File: config.mk
export PLATFORM = sky130hd
export DESIGN_NAME = int_sched_flat
export DESIGN_NICKNAME = d
export VERILOG_FILES = /design/src/rtl/int_sched_if.sv /design/src/rtl/int_sched.sv /design/src/flat_wrapper.sv
export SDC_FILE = /design/constraint.sdc
export NUM_CORES = 1
export LEC_CHECK = 0
export CAP_MARGIN = 0
export CORE_MARGIN = 3
export CORE_UTILIZATION = 42
export DETAILED_ROUTE_END_ITERATION = 6
export GPL_TIMING_DRIVEN = 0
export HOLD_SLACK_MARGIN = 0.12
export PLACE_DENSITY = 0.78
export SYNTH_ARGS = -nofsm -noshare
export SYNTH_HDL_FRONTEND = slang
export SYNTH_SLANG_ARGS = --single-unit
export TNS_END_PERCENT = 5
File: constraint.sdc
create_clock -name T3 -period 2.3 [get_ports T3]
set_input_delay 0.69 -clock T3 [delete_from_list [all_inputs] [get_ports T3]]
set_output_delay 0.69 -clock T3 [all_outputs]
set_load 0.005 [all_outputs]
File: src/rtl/int_sched_if.sv
// CPU-side bundle of the interrupt scheduler: boundary/return strobes in,
// PC-load override and data-bus drive out.
interface int_sched_if;
   logic       BOUNDARY;
   logic       IRET;
   logic [7:0] PC_IN;
   logic       TAKE;
   logic       LPC_OVR;
   logic       BUS_OE;
   logic [7:0] BUS_OUT;

   modport master (
      output BOUNDARY,
      output IRET,
      output PC_IN,
      input  TAKE,
      input  LPC_OVR,
      input  BUS_OE,
      input  BUS_OUT
   );

   modport slave (
      input  BOUNDARY,
      input  IRET,
      input  PC_IN,
      output TAKE,
      output LPC_OVR,
      output BUS_OE,
      output BUS_OUT
   );
endinterface

File: src/rtl/int_sched.sv
// Four-source interrupt scheduler forcing a vector into PC for one T3 cycle.
// Define INT_EDGE_EN for edge-triggered pending bits (level-sensitive otherwise).
module int_sched #(
   parameter logic [7:0] VEC_BASE = 8'hF0
) (
   input  logic       T3,
   input  logic       CLR,
   input  logic [3:0] IRQ,
   input  logic       MASK_WE,
   input  logic [3:0] MASK_D,
   input  logic       EI,
   input  logic       DI,
   output logic [3:0] INT_ACK,
   output logic       IE,
   output logic [3:0] PEND,
   output logic       IN_SERVICE,
   int_sched_if.slave cpu
);

   localparam logic [1:0] S_IDLE  = 2'd0;
   localparam logic [1:0] S_ACK   = 2'd1;
   localparam logic [1:0] S_SERVE = 2'd2;
   localparam logic [1:0] S_RETN  = 2'd3;

   logic [1:0] state_q, state_d;
   logic [3:0] pend_q, pend_d;
   logic [3:0] mask_q, mask_d;
   logic       ie_q, ie_d;
   logic [7:0] ret_q, ret_d;
   logic [1:0] id_q, id_d;

   logic [3:0] elig;
   logic [1:0] sel;
   logic       accept;

   assign elig   = pend_q & ~mask_q;
   assign accept = (state_q == S_IDLE) & cpu.BOUNDARY
                 & ie_q & (|elig);

   // lowest index wins
   always_comb begin
      sel = 2'd0;
      if (elig[0])      sel = 2'd0;
      else if (elig[1]) sel = 2'd1;
      else if (elig[2]) sel = 2'd2;
      else if (elig[3]) sel = 2'd3;
   end

   always_comb begin
      state_d = state_q;
      ret_d   = ret_q;
      id_d    = id_q;
      unique case (state_q)
         S_IDLE: begin
            if (accept) begin
               state_d = S_ACK;
               ret_d   = cpu.PC_IN;
               id_d    = sel;
            end
         end
         S_ACK:   state_d = S_SERVE;
         S_SERVE: if (cpu.IRET) state_d = S_RETN;
         S_RETN:  state_d = S_IDLE;
         default: state_d = S_IDLE;
      endcase
   end

   // acceptance clear has the last word over EI
   always_comb begin
      ie_d = ie_q;
      if (state_q == S_RETN) ie_d = 1'b1;
      if (EI)                ie_d = 1'b1;
      if (DI)                ie_d = 1'b0;
      if (accept)            ie_d = 1'b0;
   end

   assign mask_d = MASK_WE ? MASK_D : mask_q;

`ifdef INT_EDGE_EN
   logic [3:0] irq_q;
   logic [3:0] rise;
   logic [3:0] ack_clr;

   assign rise    = IRQ & ~irq_q;
   assign ack_clr = accept ? (4'b0001 << sel) : 4'b0000;
   // a fresh edge outranks its own acknowledge clear
   assign pend_d  = (pend_q & ~ack_clr) | rise;

   always_ff @(negedge T3 or negedge CLR) begin
      if (!CLR) irq_q <= 4'h0;
      else      irq_q <= IRQ;
   end
`else
   assign pend_d = IRQ;
`endif

   always_ff @(negedge T3 or negedge CLR) begin
      if (!CLR) begin
         state_q <= S_IDLE;
         pend_q  <= 4'h0;
         mask_q  <= 4'hF;
         ie_q    <= 1'b0;
         ret_q   <= 8'h00;
         id_q    <= 2'd0;
      end else begin
         state_q <= state_d;
         pend_q  <= pend_d;
         mask_q  <= mask_d;
         ie_q    <= ie_d;
         ret_q   <= ret_d;
         id_q    <= id_d;
      end
   end

   logic       in_ack;
   logic       in_retn;
   logic [7:0] vec;

   assign in_ack  = (state_q == S_ACK);
   assign in_retn = (state_q == S_RETN);
   assign vec     = VEC_BASE + {4'b0000, id_q, 2'b00};

   assign cpu.TAKE    = in_ack | in_retn;
   assign cpu.LPC_OVR = in_ack | in_retn;
   assign cpu.BUS_OE  = in_ack | in_retn;
   assign cpu.BUS_OUT = in_ack  ? vec
                      : in_retn ? ret_q
                      : 8'h00;

   assign INT_ACK    = in_ack ? (4'b0001 << id_q) : 4'b0000;
   assign IE         = ie_q;
   assign PEND       = pend_q;
   assign IN_SERVICE = (state_q == S_SERVE);

endmodule

File: src/flat_wrapper.sv
// flat-port wrapper written by rule: the top's interface ports become plain ports
module int_sched_flat 
#(
   parameter logic [7:0] VEC_BASE = 8'hF0
)
  (T3, CLR, IRQ, MASK_WE, MASK_D, EI, DI, INT_ACK, IE, PEND, IN_SERVICE, cpu_BOUNDARY, cpu_IRET, cpu_PC_IN, cpu_TAKE, cpu_LPC_OVR, cpu_BUS_OE, cpu_BUS_OUT);
  int_sched_if cpu_i ();
  input  logic T3;
  input  logic CLR;
  input  logic [3:0] IRQ;
  input  logic MASK_WE;
  input  logic [3:0] MASK_D;
  input  logic EI;
  input  logic DI;
  output logic [3:0] INT_ACK;
  output logic IE;
  output logic [3:0] PEND;
  output logic IN_SERVICE;
  input wire logic [$bits(cpu_i.BOUNDARY)-1:0] cpu_BOUNDARY;
  input wire logic [$bits(cpu_i.IRET)-1:0] cpu_IRET;
  input wire logic [$bits(cpu_i.PC_IN)-1:0] cpu_PC_IN;
  output wire logic [$bits(cpu_i.TAKE)-1:0] cpu_TAKE;
  output wire logic [$bits(cpu_i.LPC_OVR)-1:0] cpu_LPC_OVR;
  output wire logic [$bits(cpu_i.BUS_OE)-1:0] cpu_BUS_OE;
  output wire logic [$bits(cpu_i.BUS_OUT)-1:0] cpu_BUS_OUT;
  assign cpu_i.BOUNDARY = cpu_BOUNDARY;
  assign cpu_i.IRET = cpu_IRET;
  assign cpu_i.PC_IN = cpu_PC_IN;
  assign cpu_TAKE = cpu_i.TAKE;
  assign cpu_LPC_OVR = cpu_i.LPC_OVR;
  assign cpu_BUS_OE = cpu_i.BUS_OE;
  assign cpu_BUS_OUT = cpu_i.BUS_OUT;
  int_sched #(.VEC_BASE(VEC_BASE)) u_core (.T3(T3), .CLR(CLR), .IRQ(IRQ), .MASK_WE(MASK_WE), .MASK_D(MASK_D), .EI(EI), .DI(DI), .INT_ACK(INT_ACK), .IE(IE), .PEND(PEND), .IN_SERVICE(IN_SERVICE), .cpu(cpu_i));
endmodule
== Yosys cells after proc, flatten, opt, wreduce, memory -nomap -nowiden ==
Index checks and enable logic that the tools add are counted.
Word-level totals
  register bits after elaboration: 21
  input bits: 23
Cells by class
  $add $sub $neg: 1
  equality and inequality tests: 5
  shifts and indexed selects: 1
  muxes and demuxes: 14
  bitwise operators: 6
  reductions and logical operators: 5
Operator list (number)
  $mux W8: 2
  $mux W2: 6
  $pmux W2 S4: 1
  $add A5 B5 Y6 const A: 1
  $and A4 B4 Y4: 1
  $eq A2 B2 Y1 const B: 2
  $mux W1: 4
  $mux W4: 1
  $ne A2 B1 Y1 const B: 2
  $not A4 Y4: 1
  $reduce_and A2 Y1: 2
  $reduce_bool A4 Y1: 1
  $reduce_or A4 Y1: 1
  $shl A1 B2 Y4 const A: 1
  $and A1 B1 Y1: 3
  $eq A2 B1 Y1 const B: 1
  $logic_not A2 Y1: 1
  $or A1 B1 Y1: 1

== Depth between registers and ports, before layout ==
  word-level depth: 6
  mapped depth: 7
  mapped depth without buffers: 6

==> flow_summary.yaml <==
floorplanning:
  die_width_um: 56.88
  chipHeight_um: 56.88
  core-area_um2: 2340
  dieArea_um2: 3235
  pin_count: 44
  num_rows: 17
  initial_core_util_pct: 46.47
setup_path:
  worst_path_max_delay_cell: "dfrtn_1"
  max_stage_delay_ps: 480
  path_delay_family: "flip-flops"
  end_kind: "output pin"
  path_buf_inv: 3
  startpoint_type: "register"
  crit_type: "reg -> out"
  crit_required_ps: 1610
  crit_fanout: 6
  path_cells: "inv_2, ha_4, buf_6, nor2b_4, and2_4, buf_2"
  cp.arrival_ps: 2690
global_routing:
  gr-total-overflow: 0
  grt_usage_pct: 16.33
  grt_pass1_wl_mm: 4.160
  antenna_found_initial: 0
  grt_pass1_vias: 914
  grt_max_degree: 22
power:
  internal-power_mw: 1.252
  ir_drop_mv: 0.6148
  p_leak_nw: 0.8008
  power_frac_clock_pct: 10.6
  switching_share_pct: 34.96
  p_per_area_nw_per_um2: 1149
  seq_power_share_pct: 30.8
  switchingPower_mw: 0.6729
  power_frac_comb_pct: 58.6
drt:
  via_count: 882
  ant_nets: 0
  firstDrtPassIters: 4
  avgRoutedWirePerCell_um: 14.49
  drt-total-wl_mm: 2.522
  drcViolationCount: 0
  dr.first_iter.drc_count: 19
  via_per_inst: 5.069
logic_synthesis:
  yosysTopAreaCellShare_pct: 39.13
  netlist-cell-type-count: 30
  syn-num-nets: 116
  netlist_instances: 88
  synth_ff_type: "dfrtn_1"
  ys_warn_count: 0
  syn_area_per_cell_um2: 12.36
  ys_seq_area_share_pct: 48.79
  synthArstFlopShare_pct: 100.0
  ys_ff_latch: 21
  syn_area_um2: 1087
  synth-edff-count: 0
  yosys.area.top_type: "dfrtn_1"
  synth.top_cells.by_area: "dfrtn_1, dfstp_2, mux2_2, ha_1, mux2_4"
placed_design:
  pre_cts_ws_ps: -1305
  place.gp.congestion: 0.7879
  hpwl_mm: 1.794
  io_buffers: 43
sta:
  whs_ps: 456.1
  rsz0062_at_grt: "yes"
  setup_ws_ps: -1076
  worst_pin_slew_ps: 519.8
  hold_viol_final: 0
  skew_ps: 76.70
  finalSetupViolCount: 33
  fin_setup_tns_ps: -21180
  slew_viol_final: 0
  slew_headroom_pct: 65.35
clocking:
  numClockSinks: 21
  cts_tree: "built"
  cts_buffer_depth: 2
  htree_levels: 1
  cts.clk_slew.worst_paths_ps: 90
  cts_inserted_buffers: 3
  clockRootBuffer: "clkbuf_4"
  clk_latency_ps: 370
layout:
  multiInputGateArea_um2: 589.3
  syn_to_final_growth_pct: 54.09
  antennaDiodeCount: 0
  nFillCells: 167
  mostFrequentLayoutCell: "clkdlybuf4s50_1"
  drive_gt1_share_pct: 50.00
  mostFrequentLayoutCells: "clkdlybuf4s50_1, dfrtn_1, buf_2"
  finish.net_count: 175
  seqCellArea_um2: 530.5
outcome:
  violations: "setup timing"
  status: "complete, but fails checks"
min_path:
  hold_path.class: "reg -> reg"
job:
  maxCapViolations: 0
## flip-flops by register name, summed over array words and instances, names as in the netlist
| register | count |
|---|---|
| u_core.mask_q | 4 |
| u_core.id_q | 2 |
| u_core.PEND | 4 |
| u_core.IE | 1 |
| u_core.ret_q | 8 |
| u_core.state_q | 2 |
## per-stage QoR
stage | area [um^2] | power, mW | cells | utilization [%]
floorplan | 1102 | 1.123 | 88 | -
global placement | 1568 | 1.524 | 159 | 67.01
detailed placement | 1568 | 1.562 | 159 | 67.01
CTS | 1689 | 1.915 | 173 | 72.19
global route | 1675 | 2.054 | 174 | 71.60
finish | 1675 | 1.925 | 174 | 71.60
## power groups by stage
stage | Clock [mW] | Combinational (mW) | Sequential, mW
5_1_grt | 0.233 | 1.21 | 0.607
3_3_place_gp | 0.0135 | 0.920 | 0.590
4_1_cts | 0.209 | 1.12 | 0.586
2_1_floorplan | 0.0135 | 0.534 | 0.575
3_5_place_dp | 0.0135 | 0.948 | 0.600
6_report | 0.204 | 1.13 | 0.594
## routing by layer
layer / global-route usage (%) / wire length (um) / up-vias
met5: 0 / 0 / -
met4: 3.974 / 13 / 0
met1: 20.14 / 1021 / 423
met2: 28.38 / 1290 / 37
li1: - / - / 418
met3: 3.908 / 197 / 4
## synth_stat cells (3+ instances only)
| cell type | number |
|---|---|
| a21o_1 | 4 |
| dfrtn_1 | 17 |
| dfstp_2 | 4 |
| ha_1 | 5 |
| inv_1 | 4 |
| mux2_2 | 9 |
| mux2_4 | 3 |
| nand2_1 | 4 |
| nand2b_1 | 4 |
| nor2_1 | 5 |
| o21ai_0 | 3 |
## final timing paths
check | start | cells past startpoint | slack [ps] | endpoint
setup reg to reg | u_core.state_q[0] | 7 | 230 | u_core.ret_q[6]
max in group asynchronous | CLR | 1 | 470 | u_core.mask_q[2]
hold / removal | u_core.ret_q[0] | 1 | 460 | u_core.ret_q[0]
setup / recovery | u_core.state_q[1] | 6 | -1080 | cpu_BUS_OUT[1]
hold reg to reg | u_core.ret_q[0] | 1 | 460 | u_core.ret_q[0]
min in group asynchronous | CLR | 1 | 1370 | u_core.id_q[1]
## kinds of logic after synthesis
family | count (synthesis) | share of synthesized area, %
adder cells (fa/ha/maj) | 5 | 5.754
flip-flops | 21 | 48.79
AND/OR/NAND/NOR | 27 | 15.65
buffers and inverters | 8 | 4.486
multiplexers | 13 | 14.38
AO/OA/AOI/OAI | 14 | 10.93
## what timing repair did
action,in CTS,in global routing
endpoints found under the setup margin,59,51
hold buffers,0,0
resized for setup,99,13
hold endpoints to repair,0,0
pin swaps,9,3
buffers inserted,8,1
## area by class of cell
cell class,instances,share of cell area (%)
clock buffers,3,1.344
multi-input cells,59,35.18
flip-flops and latches,21,31.67
well taps,28,2.091
clock inverters,5,1.195
plain buffers,3,2.240
inverters,3,0.6721
repair buffers,52,25.62
No activity file was read; power rests on OpenSTA's default activity.
